==> config.mk <==
export PLATFORM = sky130hd
export DESIGN_NAME = analysis_sequencer
export DESIGN_NICKNAME = d
export VERILOG_FILES = /design/src/rtl/analysis_pkg.sv /design/src/rtl/analysis_sequencer_rise_detect.sv /design/src/rtl/analysis_sequencer.sv
export SDC_FILE = /design/constraint.sdc
export NUM_CORES = 1
export LEC_CHECK = 0
export ABC_AREA = 1
export BUFFER_PORTS_ARGS = -buffer_cell sky130_fd_sc_hd__buf_2
export CORE_MARGIN = 8
export CORE_UTILIZATION = 33
export CTS_CLUSTER_SIZE = 14
export DETAILED_ROUTE_END_ITERATION = 10
export SLEW_MARGIN = 20
export SYNTH_ARGS = -nofsm -noshare
export SYNTH_HDL_FRONTEND = slang
export SYNTH_SLANG_ARGS = --single-unit
==> constraint.sdc <==
create_clock -name clk -period 2.25 [get_ports clk]
set_clock_uncertainty 0.05 [all_clocks]
set_input_delay 0.45 -clock clk [delete_from_list [all_inputs] [get_ports clk]]
set_output_delay 0.45 -clock clk [all_outputs]
set_load 0.01 [all_outputs]
==> src/rtl/analysis_pkg.sv <==
// Shared state, result and code definitions for the analysis sequencer and its peers.
// Latency: n/a (types and constants only).
// Backpressure: n/a.
package analysis_pkg;

    typedef enum logic [2:0] {
        IDLE    = 3'd0,
        ARM     = 3'd1,
        FREEZE  = 3'd2,
        RUN     = 3'd3,
        LATCH   = 3'd4,
        RELEASE = 3'd5
    } state_t;

    typedef struct packed {
        logic [1:0] color;
        logic [1:0] figure;
    } result_t;

    localparam logic [1:0] COLOR_NONE   = 2'd0;
    localparam logic [1:0] COLOR_RED    = 2'd1;
    localparam logic [1:0] COLOR_GREEN  = 2'd2;
    localparam logic [1:0] COLOR_BLUE   = 2'd3;

    localparam logic [1:0] FIG_NONE     = 2'd0;
    localparam logic [1:0] FIG_TRIANGLE = 2'd1;
    localparam logic [1:0] FIG_CIRCLE   = 2'd2;
    localparam logic [1:0] FIG_SQUARE   = 2'd3;

    localparam int DEF_SKIP_FRAMES = 2;
    localparam int DEF_TO_W        = 20;
    localparam int DEF_REL_CYC     = 4;

endpackage

==> src/rtl/analysis_sequencer_rise_detect.sv <==
// Registered rising-edge detector; preset forces the history bit high so a held level is not an edge.
// Latency: rise is combinational from d against the previous-cycle level.
// Backpressure: none.
module rise_detect (
    input  logic clk,
    input  logic rst,
    input  logic d,
    input  logic preset,
    output logic rise
);

    logic q;

    always_ff @(posedge clk or negedge rst) begin
        if (!rst) q <= 1'b0;
        else      q <= preset ? 1'b1 : d;
    end

    assign rise = d & ~q;

endmodule

==> src/rtl/analysis_sequencer.sv <==
// Frame-level sequencer: arm capture, freeze buffer, run processing with watchdog, publish result.
// Latency: outputs registered from next-state; result one edge after the proc_done rising edge.
// Backpressure: none; triggers outside IDLE and frame_done outside ARM are dropped.
module analysis_sequencer
    import analysis_pkg::*;
#(
    parameter int SKIP_FRAMES = DEF_SKIP_FRAMES,
    parameter int TO_W        = DEF_TO_W,
    parameter int REL_CYC     = DEF_REL_CYC
) (
    input  logic       clk,
    input  logic       rst,
    input  logic       trig,
    input  logic       cont,
    input  logic       frame_done,
    output logic       cap_en,
    output logic       proc_start,
    input  logic       proc_done,
    input  logic [1:0] proc_color,
    input  logic [1:0] proc_figure,
    output logic [1:0] res_color,
    output logic [1:0] res_figure,
    output logic       res_valid,
    output logic       busy,
    output logic       timeout_err
);

    localparam logic [3:0]      SKIP_LAST = 4'(SKIP_FRAMES - 1);
    localparam logic [3:0]      REL_LAST  = 4'(REL_CYC - 1);
    localparam logic [TO_W-1:0] WD_MAX    = '1;
    // Leaving RUN one count early makes timeout_err rise as the watchdog hits all-ones.
    localparam logic [TO_W-1:0] WD_LAST   = {{(TO_W-1){1'b1}}, 1'b0};

    state_t          state, state_nxt;
    logic [3:0]      frame_cnt;
    logic [3:0]      rel_cnt;
    logic [TO_W-1:0] wd_cnt;
    logic            cont_q;
    logic            trig_rise;
    logic            done_rise;
    result_t         res;

    rise_detect u_trig_rise (
        .clk    (clk),
        .rst    (rst),
        .d      (trig),
        .preset (1'b0),
        .rise   (trig_rise)
    );

    // Presetting in FREEZE hides a done level left high by the previous run.
    rise_detect u_done_rise (
        .clk    (clk),
        .rst    (rst),
        .d      (proc_done),
        .preset (state == FREEZE),
        .rise   (done_rise)
    );

    always_comb begin
        state_nxt = state;
        case (state)
            IDLE:    if (trig_rise) state_nxt = ARM;
            ARM:     if (frame_done && frame_cnt == SKIP_LAST) state_nxt = FREEZE;
            FREEZE:  state_nxt = RUN;
            RUN: begin
                if (done_rise)              state_nxt = LATCH;
                else if (wd_cnt == WD_LAST) state_nxt = RELEASE;
            end
            LATCH:   state_nxt = RELEASE;
            RELEASE: if (rel_cnt == REL_LAST) state_nxt = cont_q ? ARM : IDLE;
            default: state_nxt = IDLE;
        endcase
    end

    always_ff @(posedge clk or negedge rst) begin
        if (!rst) begin
            state       <= IDLE;
            frame_cnt   <= 4'd0;
            rel_cnt     <= 4'd0;
            wd_cnt      <= '0;
            cont_q      <= 1'b0;
            cap_en      <= 1'b1;
            proc_start  <= 1'b0;
            res         <= '0;
            res_valid   <= 1'b0;
            busy        <= 1'b0;
            timeout_err <= 1'b0;
        end else begin
            state <= state_nxt;

            // Counters idle at zero outside their own state, so every entry starts clean.
            if (state != ARM)   frame_cnt <= 4'd0;
            else if (frame_done) frame_cnt <= frame_cnt + 4'd1;

            if (state != RELEASE) rel_cnt <= 4'd0;
            else                  rel_cnt <= rel_cnt + 4'd1;

            if (state != RUN)          wd_cnt <= '0;
            else if (wd_cnt != WD_MAX) wd_cnt <= wd_cnt + 1'b1;

            if (state == LATCH) cont_q <= cont;

            cap_en     <= (state_nxt == IDLE) || (state_nxt == ARM);
            proc_start <= (state_nxt == RUN);
            busy       <= (state_nxt != IDLE);
            res_valid  <= (state_nxt == LATCH);

            if (state_nxt == LATCH) res <= '{color: proc_color, figure: proc_figure};

            if (state == IDLE && trig_rise)
                timeout_err <= 1'b0;
            else if (state == RUN && state_nxt == RELEASE)
                timeout_err <= 1'b1;
        end
    end

    assign res_color  = res.color;
    assign res_figure = res.figure;

endmodule

# [Word level (Yosys, flattened, before mapping)]
# Cells that the tools add are included.
# Widths: inputs -> output; s select.
[classes] bitwise=4 reduce_logical=10 n_eq_ne=16 muxes=15 add_sub_neg=3
[op_table] op="$mux 20" n=2
[op_table] op="$add 20x1->20 const B" n=1
[op_table] op="$eq 20x20->1 const B" n=1
[op_table] op="$ne 20x20->1 const B" n=1
[op_table] op="$pmux 3 s6" n=1
[op_table] op="$mux 3" n=5
[op_table] op="$eq 3x3->1 const B" n=4
[op_table] op="$mux 4" n=3
[op_table] op="$eq 3x2->1 const B" n=3
[op_table] op="$add 4x1->4 const B" n=2
[op_table] op="$eq 3x1->1 const B" n=2
[op_table] op="$logic_not 3->1" n=2
[op_table] op="$reduce_bool 2->1" n=3
[op_table] op="$eq 4x1->1 const B" n=1
[op_table] op="$eq 4x2->1 const B" n=1
[op_table] op="$mux 1" n=4
[op_table] op="$logic_and 1x1->1" n=3
[op_table] op="$ne 3x1->1 const B" n=1
[op_table] op="$ne 3x2->1 const B" n=1
[op_table] op="$ne 3x3->1 const B" n=1
[op_table] op="$reduce_bool 3->1" n=1
[op_table] op="$and 1x1->1" n=2
[op_table] op="$not 1->1" n=2
[op_table] op="$logic_or 1x1->1" n=1
[totals] input_bits=10 elab_cells=62 register_bits=43 out_inout_bits=9

# [Logic depth before layout (Yosys ltp)]
# Gate-level depths: netlist of run 1.
[logic_depth] ltp_word=8 mapped_depth=11 depth_no_buf=11

# [Cells and area by module]
# From an unflattened synthesis of run 1, not the netlist that was laid out.
[unflattened] cells_unflattened=278 hier_area_um2=2304.7
[by_module_without_submodules] mod="analysis_sequencer" instances=1 seq_area_each_um2=1027.2 cells_per_inst=268 area_each_um2=2219.6
[by_module_without_submodules] mod="rise_detect" instances=2 seq_area_each_um2=25.0 cells_per_inst=5 area_each_um2=42.5

# [Worst setup path before layout of run 1]
# No wires, ideal clock.
[synth_timing] path_kind="flip-flop to flip-flop" start="reg wd_cnt[1]" end="reg wd_cnt[9]" path_buffers=0 required_ns=2.072 stages_incl_launch_ff=11 setup_time_ns=0.128 path_slack_ns=0.662 t_arrival_ns=1.410 period_less_slack_ns=1.588 cell_sequence="dfrtp_1 -> ha_1 -> inv_1 -> nor2_4 -> nand2_2 -> inv_2 -> nand2_2 -> nor2_4 -> nor2_1 -> o21bai_1 -> a21oi_1"
[synth_between] elab_chain_len=3 word_cells_on_any_way=5 cone_classes="1 x add/sub; 1 x eq/ne; 2 x mux; 1 x reduce/logical"
[synth_rtl] item="start, declared" line="analysis_sequencer.sv:37" source="logic [TO_W-1:0] wd_cnt;"
[synth_rtl] item="start signal, assigned" line="analysis_sequencer.sv:100" source="else if (wd_cnt != WD_MAX) wd_cnt <= wd_cnt + 1'b1;"
[synth_rtl] item="$add 20x1->20" line="analysis_sequencer.sv:100"
[synth_rtl] item="$mux 20" line="analysis_sequencer.sv:100"
[synth_rtl] item="$mux 20" line="analysis_sequencer.sv:99" source="if (state != RUN) wd_cnt <= '0;"
# Parallel ways exist; a longest one is shown, timed or not. The select of a mux whose other input is x is not followed.
# A chain may end at the register's enable or synchronous reset.

# [Worst setup path after layout of run 1]
# Ends and elaborated chain as after synthesis.

==> summary.md, run 1 <==
| Metric | Value |
|---|---|
| Vias | 1,762 |
| CTS tree | yes |
| Core ar. | 0.00679 mm² |
| Reg2Reg Launch Point | wd_cnt[1] |
| Post-synth EDFFs | 0 |
| PortBufs | 18 |
| R2R setup slack | 0.39 ns |
| Initial DRT Pass Iterations | 5 |
| Final instance area | 0.00264 mm² |
| Number of buffers created by CTS | 5 |
| Initial antenna violation count | 0 |
| Worst path max stage delay | 0.43 ns |
| Share of layout cells above drive strength 1 | 0.269 |
| Largest net degree at the start of global routing | 32 |
| Synth Net Count | 283 |
| Max Root-Sink Buffers | 2 |
| Core Rows | 30 |
| Io pins | 19 |
| Worst-margin pin slew | 0.701 ns |
| Library cells used by synthesis | 35 |
| Tmin final | 1.86 ns |
| CTS resizes | 0 |
| WL per Instance | 12.2 µm |
| Hold-fix buffers, CTS | 0 |
| Top cells by area, synth | dfrtp_1 45%, nand2_1 7.8%, nand3_1 5.4% |
| Chip Height | 99.8 µm |
| Leak | 1.32 nW |
| Post-CTS Setup Bufs | 0 |
| Predominant post-synthesis flop cell | dfrtp_1 |
| Final Hold Fails | 0 |
| First-pass GRT wire length | 8550 µm |
| Type of origin of the critical path | flip-flop |
| WS Path Type | reg2reg |
| Max_slew headroom | 0.533 |
| DIE WIDTH | 99.8 µm |
| Inserted Diodes | 0 |
| Worst-path cell chain | ha_1 > inv_1 > nor2_4 > nand2_2 > inv_2 > nand2_2 > nor2_4 > nor2_1 > o21bai_1 > a21oi_1 |
| Global route overflow | 0 |
| # fillers | 693 |
| FFs w/ async S/R, synth | 1.00 |
| Final Slew Violations | 0 |
| Total Wirelength | 4760 µm |
| Crit. End Element | flip-flop |
| Highest clock rate | 538 MHz |
| Yosys warnings | 0 |
| Gpl congestion | 0.858 |
| CP arrival | 2.00 ns |
| Drt via density | 4.52 |
| Clock slew at reported path FFs | 0.09 ns |
| RSZ-0062 raised after global routing | false |
| Critical Path Fanout Max | 5 |
| Iter 0 DRT Violations | 52 |
| CP Depth | 10 |
| Worst VDD drop | 579 µV |
| Pwr per Cell Area | 925 mW/mm² |
| Most numerous cell in the Yosys netlist | nand2_1 |
| Seq/Total Area, Yosys | 0.465 |
| Critical path's top delay family | simple AND/OR/NAND/NOR gates |
| Outcome | finished, final reports clean |
| H-tree lvl count | 2 |
| Post-route setup TNS | 0 ns |
| Max-cap viol count | 0 |
| Dpl cell area | 0.00252 mm² |
| FF+latch count, synth | 43 |
| CTS root buf | clkbuf_8 |
| Syn Area/Cell | 8.64 µm² |
| Worst hold path class | in2async |
| Post-route DRC violation count | 0 |
| Synth Instances | 268 |
| Die area | 0.00995 mm² |
| Final Power | 0.00244 W |
| Syn-to-layout area delta | 13.9% |
| R2r endpoint | wd_cnt[9] |
| Vias in the first global route | 1,838 |
| Synthesized cell area | 0.00231 mm² |
| Tcrit/Tclk final | 0.826 |
| Synth top area share | 0.454 |
| R2R depth | 10 |
| CP max stage cell | dfrtp_1 |
| Post-synth top cells | 48 x nand2_1, 42 x dfrtp_1, 27 x inv_1 |
| Post-detailed-route count of antenna-violating nets | 0 |
| Clk sinks | 43 |
| Clock latency on the worst-skew pair | 0.30 ns |
| Post-synth top area cell | dfrtp_1 |
| CP bufs+invs | 2 |
| Worst EP required | 2.39 ns |
| Final hold slack | 0.137 ns |
| GRT Total Usage | 0.108 |
| DP HPWL | 3610 µm |
| Layout Nets | 308 |
| Final setup vio count | 0 |
| Initial Utilization | 0.341 |
==> report_power, final <==
| group | internal (W) | switching, W |
|---|---|---|
| clock | 0.000337 | 0.000288 |
| combinational | 0.000292 | 0.000515 |
| sequential | 0.000911 | 0.0000972 |
| total | 0.00154 | 0.000900 |
==> routing by layer <==
| layer | wire (µm) | track usage |
|---|---|---|
| met2 | 2290 | 0.177 |
| met5 | 0 | 0 |
| met1 | 2200 | 0.130 |
| met4 | 54 | 0.0349 |
| met3 | 213 | 0.0342 |
==> worst reg2reg max path, delay by kind of cell (launching register included) <==
kind                       cells  cell delay [ns]
and+or+nand+nor                5             0.63
AOI/OAI and AO/OA              2             0.18
DFF                            1             0.43
buffers and inverters          2             0.19
adders and majority gates      1             0.28
==> how the worst max path moves through the flow <==
stage | startpoint | end | slack [ns]
CTS | wd_cnt[1] | wd_cnt[9] | 0.38
detailed placement | wd_cnt[1] | wd_cnt[9] | 0.39
global route | wd_cnt[0] | wd_cnt[9] | 0.21
floorplan | wd_cnt[1] | wd_cnt[9] | 0.66
global placement | wd_cnt[1] | wd_cnt[9] | 0.45
finish | wd_cnt[1] | wd_cnt[9] | 0.39
==> sequential cells by signal (all words and copies together) (netlist names) <==
name           cells
u_done_rise.q      1
busy               1
wd_cnt            20
res_valid          1
u_trig_rise.q      1
timeout_err        1
frame_cnt          4
res_color          2
rel_cnt            4
cont_q             1
cap_en             1
proc_start         1
res_figure         2
state              3
==> layout by cell type (no fill, tap or decap), drive strengths merged <==
master	Yosys	layout
a21boi	1	1
a21o	3	3
a21oi	7	7
a31oi	5	5
and3	1	1
buf	2	20
bufinv	0	1
clkbuf	0	5
clkinv	0	1
dfrtp	42	42
dfstp	1	1
ha	5	5
inv	35	36
mux2	1	1
nand2	65	65
nand3	29	29
nand4	3	3
nor2	33	33
nor3	11	11
nor3b	1	1
o211a	1	1
o21ai	13	13
o21bai	1	1
o31ai	1	1
or2	4	4
xor2	3	3
==> cells by family after synthesis <==
| kind of cell | after synthesis | synth area share |
|---|---|---|
| flops | 43 | 0.465 |
| buf+inv | 37 | 0.0649 |
| fa+ha+maj | 5 | 0.0270 |
| compound gates | 32 | 0.0854 |
| simple gates | 147 | 0.341 |
| mux | 1 | 0.00486 |
| xor+xnor | 3 | 0.0114 |
==> cell type report <==
type	count	area (µm²)	area share
Timing Repair Buffer	20	105	0.0398
Clock buffer	5	68.8	0.0261
Tap cell	96	120	0.0455
Multi-Input combinational cell	188	1090	0.412
Sequential cell	43	1080	0.408
Clock inverter	3	47.5	0.0180
Inverter	35	131	0.0498
==> metrics by stage <==
step	cells	setup WS, ns	util
after global placement	382	0.448	0.371
after global routing	390	0.206	0.388
after floorplan	268	0.662	-
final	390	0.392	0.388
after CTS	390	0.379	0.388
after detailed placement	382	0.393	0.371
Power figures use the tool's default switching activity.
==> run 2: changes to the inputs <==
==> constraint.sdc (replaced) <==
create_clock -name clk -period 1.7 [get_ports clk]
set_clock_uncertainty 0.05 [all_clocks]
set_input_delay 0.34 -clock clk [delete_from_list [all_inputs] [get_ports clk]]
set_output_delay 0.34 -clock clk [all_outputs]
set_load 0.01 [all_outputs]
==> run 2 against run 1 <==
Sequential power rose by 34%; register-to-register slack got worse by 0.35 ns; clock power increased by 28%; core utilization up 2.9 points; final area is 7.4% higher; critical path depth grew 1; sequential cell count unchanged; global-route usage rose by 0.24 points; die area unchanged; setup slack lost 0.35 ns; non-clock buffer count is 16 higher; largest cell class unchanged.
==> summary.md, run 2 (synthesis gave the netlist of run 1 again) <==
| Metric | Value |
|---|---|
| Outcome | finished, final reports clean |
| Initial DRT Pass Iterations | 4 |
| Share of layout cells above drive strength 1 | 0.342 |
| CTS root buf | clkbuf_8 |
| Tcrit/Tclk final | 0.977 |
| Gpl congestion | 0.850 |
| Commonest non-fill, non-tap cells in the layout | 43 x nand2_1, 41 x dfrtp_1, 25 x inv_1 |
| Most common cell after layout, fill and taps aside | nand2_1 |
| Clock slew at reported path FFs | 0.09 ns |
| Global route overflow | 0 |
| Vias in the first global route | 1,861 |
| PortBufs | 18 |
| Final hold slack | 0.110 ns |
| Placed Cells | 389 |
| H-tree lvl count | 2 |
| Max-cap viol count | 0 |
| CP arrival | 1.81 ns |
| Largest registers | wd_cnt: 20 flops, frame_cnt: 4 flops, rel_cnt: 4 flops |
| Final Slew Violations | 0 |
| Critical path's top delay family | simple AND/OR/NAND/NOR gates |
| First-pass GRT wire length | 8740 µm |
| Post-detailed-route count of antenna-violating nets | 0 |
| Core Rows | 30 |
| Most frequent CP cell | nand2_2 |
| Number of buffers created by CTS | 5 |
| Final Hold Fails | 0 |
| Clock latency on the worst-skew pair | 0.30 ns |
| Syn-to-layout area delta | 22.4% |
| Clk sinks | 43 |
| Worst-margin pin slew | 0.372 ns |
| CTS tree | yes |
| Iter 0 DRT Violations | 70 |
| Worst hold path class | in2reg |
| Total Wirelength | 5220 µm |
| # fillers | 663 |
| Post-route setup TNS | 0 ns |
| Tmin final | 1.66 ns |
| Die area | 0.00995 mm² |
| Max_slew headroom | 0.752 |
| Worst path max stage delay | 0.39 ns |
| Highest clock rate | 602 MHz |
| Type of origin of the critical path | flip-flop |
| WS Path Type | reg2reg |
| Chip Height | 99.8 µm |
| Worst-path cell chain | nand2_1 > inv_2 > nand2_2 > nor2_4 > nand3_2 > nand2_2 > nand2_4 > nor2_8 > nand2_4 > nand2_2 > nand2_1 |
| Layout Nets | 324 |
| CP max stage cell | dfrtp_1 |
| Worst VDD drop | 871 µV |
| Drt via density | 4.73 |
| Multi-input gate area | 0.00114 mm² |
| DIE WIDTH | 99.8 µm |
| Critical Path Fanout Max | 6 |
| Io pins | 19 |
| Vias | 1,920 |
| Max reg flops | 20 |
| RSZ-0062 raised after global routing | true |
| Initial antenna violation count | 0 |
| Reg with most FFs | wd_cnt |
| Largest net degree at the start of global routing | 23 |
| Core ar. | 0.00679 mm² |
| Inserted Diodes | 0 |
| Pwr per Cell Area | 1200 mW/mm² |
| Final Instance Count excl. Fillers | 406 |
| CP bufs+invs | 1 |
| Initial Utilization | 0.341 |
| Register area | 0.00108 mm² |
| Worst EP required | 1.85 ns |
| Final setup vio count | 0 |
| DP HPWL | 3830 µm |
| Crit. End Element | flip-flop |
| Leak | 1.40 nW |
| WL per Instance | 12.9 µm |
| GRT Total Usage | 0.110 |
| Max Root-Sink Buffers | 2 |
| Core Util, Final | 0.417 |
| Post-route DRC violation count | 0 |
run 2: path summary, 6_finish.rpt:
check / cells after the start / from / to / slack [ns]
max: 11 / wd_cnt[11] / res_color[1] / 0.04
min reg2reg: 1 / rel_cnt[0] / rel_cnt[0] / 0.41
max reg2reg: 11 / wd_cnt[11] / res_color[1] / 0.04
min in group asynchronous: 2 / rst / rel_cnt[2] / 0.43
min: 1 / trig / u_trig_rise.q / 0.11
max in group asynchronous: 3 / rst / cap_en / 0.62
run 2: per-layer routing:
layer / track usage / wire length, µm
met5: 0 / 0
met4: 0.0454 / 125
met3: 0.0370 / 315
met2: 0.173 / 2480
met1: 0.135 / 2300
run 2: where the power goes:
group | internal (W) | switching (W)
sequential | 0.00121 | 0.000145
combinational | 0.000502 | 0.000746
clock | 0.000439 | 0.000362
run 2: final cells by class:
cell class | instances | share of cell area
repair buffers | 36 | 0.0892
clock buffers | 6 | 0.0256
multi-input cells | 188 | 0.402
flip-flops and latches | 43 | 0.381
inverters | 35 | 0.0464
clock inverters | 2 | 0.0133
well taps | 96 | 0.0424
run 2: timing repair:
item	in CTS	in global routing
endpoints found under the setup margin	0	12
hold buffers	1	0
setup buffers	0	8
gates resized for setup	0	16
endpoints found under the hold margin	12	0
run 2: worst register-to-register path, stage by stage (launching register included):
cell     delay (ns)
dfrtp_1        0.39
nand2_1        0.14
inv_2          0.08
nand2_2        0.08
nor2_4         0.14
nand3_2        0.11
nand2_2        0.12
nand2_4        0.08
nor2_8         0.16
nand2_4        0.09
nand2_2        0.07
nand2_1        0.04
run 2: stage by stage:
step | power, W | worst slack (ns) | instance area (µm²)
after floorplan | 0.00216 | 0.112 | 2310
after global placement | 0.00245 | 0.0462 | 2600
after detailed placement | 0.00247 | 0.0190 | 2600
after CTS | 0.00329 | 0.00567 | 2720
after global routing | 0.00364 | -0.0737 | 2830
final | 0.00340 | 0.0389 | 2830
==> run 3: changes to the inputs <==
--- a/config.mk
+++ b/config.mk
@@ -5,13 +5,11 @@
 export SDC_FILE = /design/constraint.sdc
 export NUM_CORES = 1
 export LEC_CHECK = 0
-export ABC_AREA = 1
 export BUFFER_PORTS_ARGS = -buffer_cell sky130_fd_sc_hd__buf_2
 export CORE_MARGIN = 8
 export CORE_UTILIZATION = 33
 export CTS_CLUSTER_SIZE = 14
 export DETAILED_ROUTE_END_ITERATION = 10
-export SLEW_MARGIN = 20
 export SYNTH_ARGS = -nofsm -noshare
 export SYNTH_HDL_FRONTEND = slang
 export SYNTH_SLANG_ARGS = --single-unit
==> run 3 against run 2 <==
Sequential cell count did not move; critical endpoint is now wd_cnt[9]; hold slack barely moved; routed wire length down 16%; highest routed layer unchanged; total power fell by 10%.
==> summary.md, run 3 <==
| Metric | Value |
|---|---|
| Clk sinks | 43 |
| Core Rows | 30 |
| Max_slew headroom | 0.735 |
| WL per Instance | 13.3 µm |
| Syn Area/Cell | 10.8 µm² |
| DIE WIDTH | 97.8 µm |
| Post-Place Worst Slack | -0.0141 ns |
| Vias | 1,639 |
| Pwr per Cell Area | 1130 mW/mm² |
| Chip Height | 97.8 µm |
| H-tree lvl count | 2 |
| Most numerous cell in the Yosys netlist | dfrtp_1 |
| Worst EP required | 1.84 ns |
| Comb power frac | 0.307 |
| Top cells by area, synth | dfrtp_1 48%, xnor2_1 5.2%, nor2_1 4.8% |
| Critical Path Fanout Max | 6 |
| Predominant post-synthesis flop cell | dfrtp_1 |
| Max Root-Sink Buffers | 2 |
| Initial DRT Pass Iterations | 4 |
| Post-synth top area cell | dfrtp_1 |
| Synth Net Count | 219 |
| Inserted Diodes | 0 |
| Worst hold path class | in2reg |
| Final Slew Violations | 0 |
| Total Wirelength | 4380 µm |
| Int Pwr | 0.00207 W |
| Core ar. | 0.00664 mm² |
| Min-delay src | trig |
| Max-cap viol count | 0 |
| Core Util, Final | 0.409 |
| Final Instance Count excl. Fillers | 328 |
| Worst-margin pin slew | 0.394 ns |
| Routed wl met3 | 151 µm |
| Clock slew at reported path FFs | 0.08 ns |
| Worst VDD drop | 318 µV |
| Outcome | finished, final reports clean |
| Final Hold Fails | 0 |
| Post-route DRC violation count | 0 |
| Clock latency on the worst-skew pair | 0.30 ns |
| Synth Instances | 204 |
| Uppermost layer routed | met4 |
| Post-synth EDFFs | 0 |
| Drt via density | 5.00 |
| Synthesized cell area | 0.00221 mm² |
| GRT Total Usage | 0.0972 |
| Clock group share of total power | 0.262 |
| DP HPWL | 3200 µm |
| Post-detailed-route count of antenna-violating nets | 0 |
| Crit. End Element | flip-flop |
| Gpl congestion | 0.778 |
| Sw Share | 0.322 |
| Largest registers | wd_cnt: 20 flops, frame_cnt: 4 flops, rel_cnt: 4 flops |
| Reg2Reg Launch Point | wd_cnt[8] |
| Most common cell after layout, fill and taps aside | dfrtp_1 |
| Seq/Total Area, Yosys | 0.488 |
| Final setup vio count | 0 |
| Switch Pwr | 0.000985 W |
| Library cells used by synthesis | 50 |
| CTS root buf | clkbuf_8 |
| Commonest non-fill, non-tap cells in the layout | 40 x dfrtp_1, 28 x nor2_1, 22 x buf_4 |
| Post-synth top cells | 42 x dfrtp_1, 28 x nor2_1, 13 x xnor2_1 |
| Leak | 1.19 nW |
| Initial antenna violation count | 0 |
| Synth top area share | 0.476 |
| Iter 0 DRT Violations | 46 |
| Io pins | 19 |
| CP startpoint | wd_cnt[8] |
| Reg with most FFs | wd_cnt |
| Type of origin of the critical path | flip-flop |
| Tmin final | 1.62 ns |
| FF+latch count, synth | 43 |
| Final WS setup | 0.0765 ns |
| RSZ-0062 raised after global routing | true |
| Sequential share of power | 0.431 |
| Max reg flops | 20 |
| Syn-to-layout area delta | 23.0% |
| Placed Cells | 317 |
| Largest net degree at the start of global routing | 29 |
| Final Power | 0.00306 W |
| Initial Utilization | 0.332 |
| WL met1 | 2110 µm |
| Share of layout cells above drive strength 1 | 0.335 |
| PortBufs | 18 |
| Highest clock rate | 616 MHz |
| Tcrit/Tclk final | 0.955 |
| FFs w/ async S/R, synth | 1.00 |
| CP arrival | 1.76 ns |
| Layout Nets | 262 |
| WS Path Type | reg2reg |
| Global route overflow | 0 |
| First-pass GRT wire length | 7620 µm |
| Die area | 0.00957 mm² |
| Yosys warnings | 0 |
| CTS tree | yes |
| Routed length on met2 | 2060 µm |
| Number of buffers created by CTS | 5 |
| Vias in the first global route | 1,591 |
==> run 3: cell types whose count changed after synthesis, sizes merged, moves of 5 or more <==
cell / previous run / this run
a211oi: 0 / 7
nand4: 3 / 8
xnor2: 0 / 13
nor4: 0 / 5
inv: 35 / 8
nand3: 29 / 9
o21ai: 13 / 4
xor2: 3 / 8
nand2: 65 / 10
==> run 3: metrics by stage <==
step | cell area [µm²] | setup TNS [ns] | hold slack [ns]
after floorplan | 2210 | 0 | -0.00559
after global placement | 2530 | 0 | 0.228
after detailed placement | 2530 | -0.0141 | 0.242
after CTS | 2680 | 0 | 0.0989
after global routing | 2720 | -0.0821 | 0.0894
final | 2720 | 0 | 0.110
==> run 3: layer usage <==
| metal | vias to the layer above | global-route usage |
|---|---|---|
| li1 | 806 | - |
| met1 | 803 | 0.122 |
| met5 | - | 0 |
| met4 | 0 | 0.0432 |
| met2 | 24 | 0.151 |
| met3 | 6 | 0.0277 |
==> run 3: cells by family after synthesis <==
logic type,share of synthesized area
compound gates,0.0923
xor+xnor,0.0833
fa+ha+maj,0.0283
buf+inv,0.0300
flops,0.488
mux,0.0255
simple gates,0.253
==> run 3: path summary, 6_finish.rpt <==
path,depth (start not counted),slack (ns),endpoint
worst max register to register,5,0.08,wd_cnt[9]
worst max-delay path,5,0.08,wd_cnt[9]
max in group asynchronous,3,0.62,cap_en
min in group asynchronous,2,0.44,cont_q
worst min register to register,1,0.41,rel_cnt[0]
worst min-delay path,1,0.11,u_trig_rise.q
==> run 3: layout make-up <==
type / count / area, µm²
Tap cell: 80 / 100
Timing Repair Buffer: 42 / 285
Clock inverter: 3 / 43.8
Sequential cell: 43 / 1080
Fill cell: 653 / 3930
Inverter: 8 / 30.0
Clock buffer: 5 / 68.8
Multi-Input combinational cell: 147 / 1110
==> run 3: power groups by stage <==
stage	registers (W)	logic, W	clock network [W]
CTS	0.00132	0.000945	0.000831
floorplan	0.00136	0.000548	0
detailed placement	0.00133	0.000945	0
global placement	0.00133	0.000940	0
global route	0.00135	0.00104	0.000872
finish	0.00132	0.000941	0.000801
==> run 3: worst max-delay path, stage by stage, from the launching register on <==
cell      delay (ns)
dfrtp_2         0.43
nand4_4         0.20
nor4_4          0.46
a211oi_1        0.15
xnor2_1         0.16
nor2_1          0.06
==> run 3: repair_timing <==
item / 4_1_cts / 5_1_grt
endpoints found under the setup margin: 2 / 14
buffers inserted: 1 / 1
resized for setup: 2 / 9
endpoints found under the hold margin: 15 / 0
hold buffers: 1 / 0
pin swaps: 1 / 3
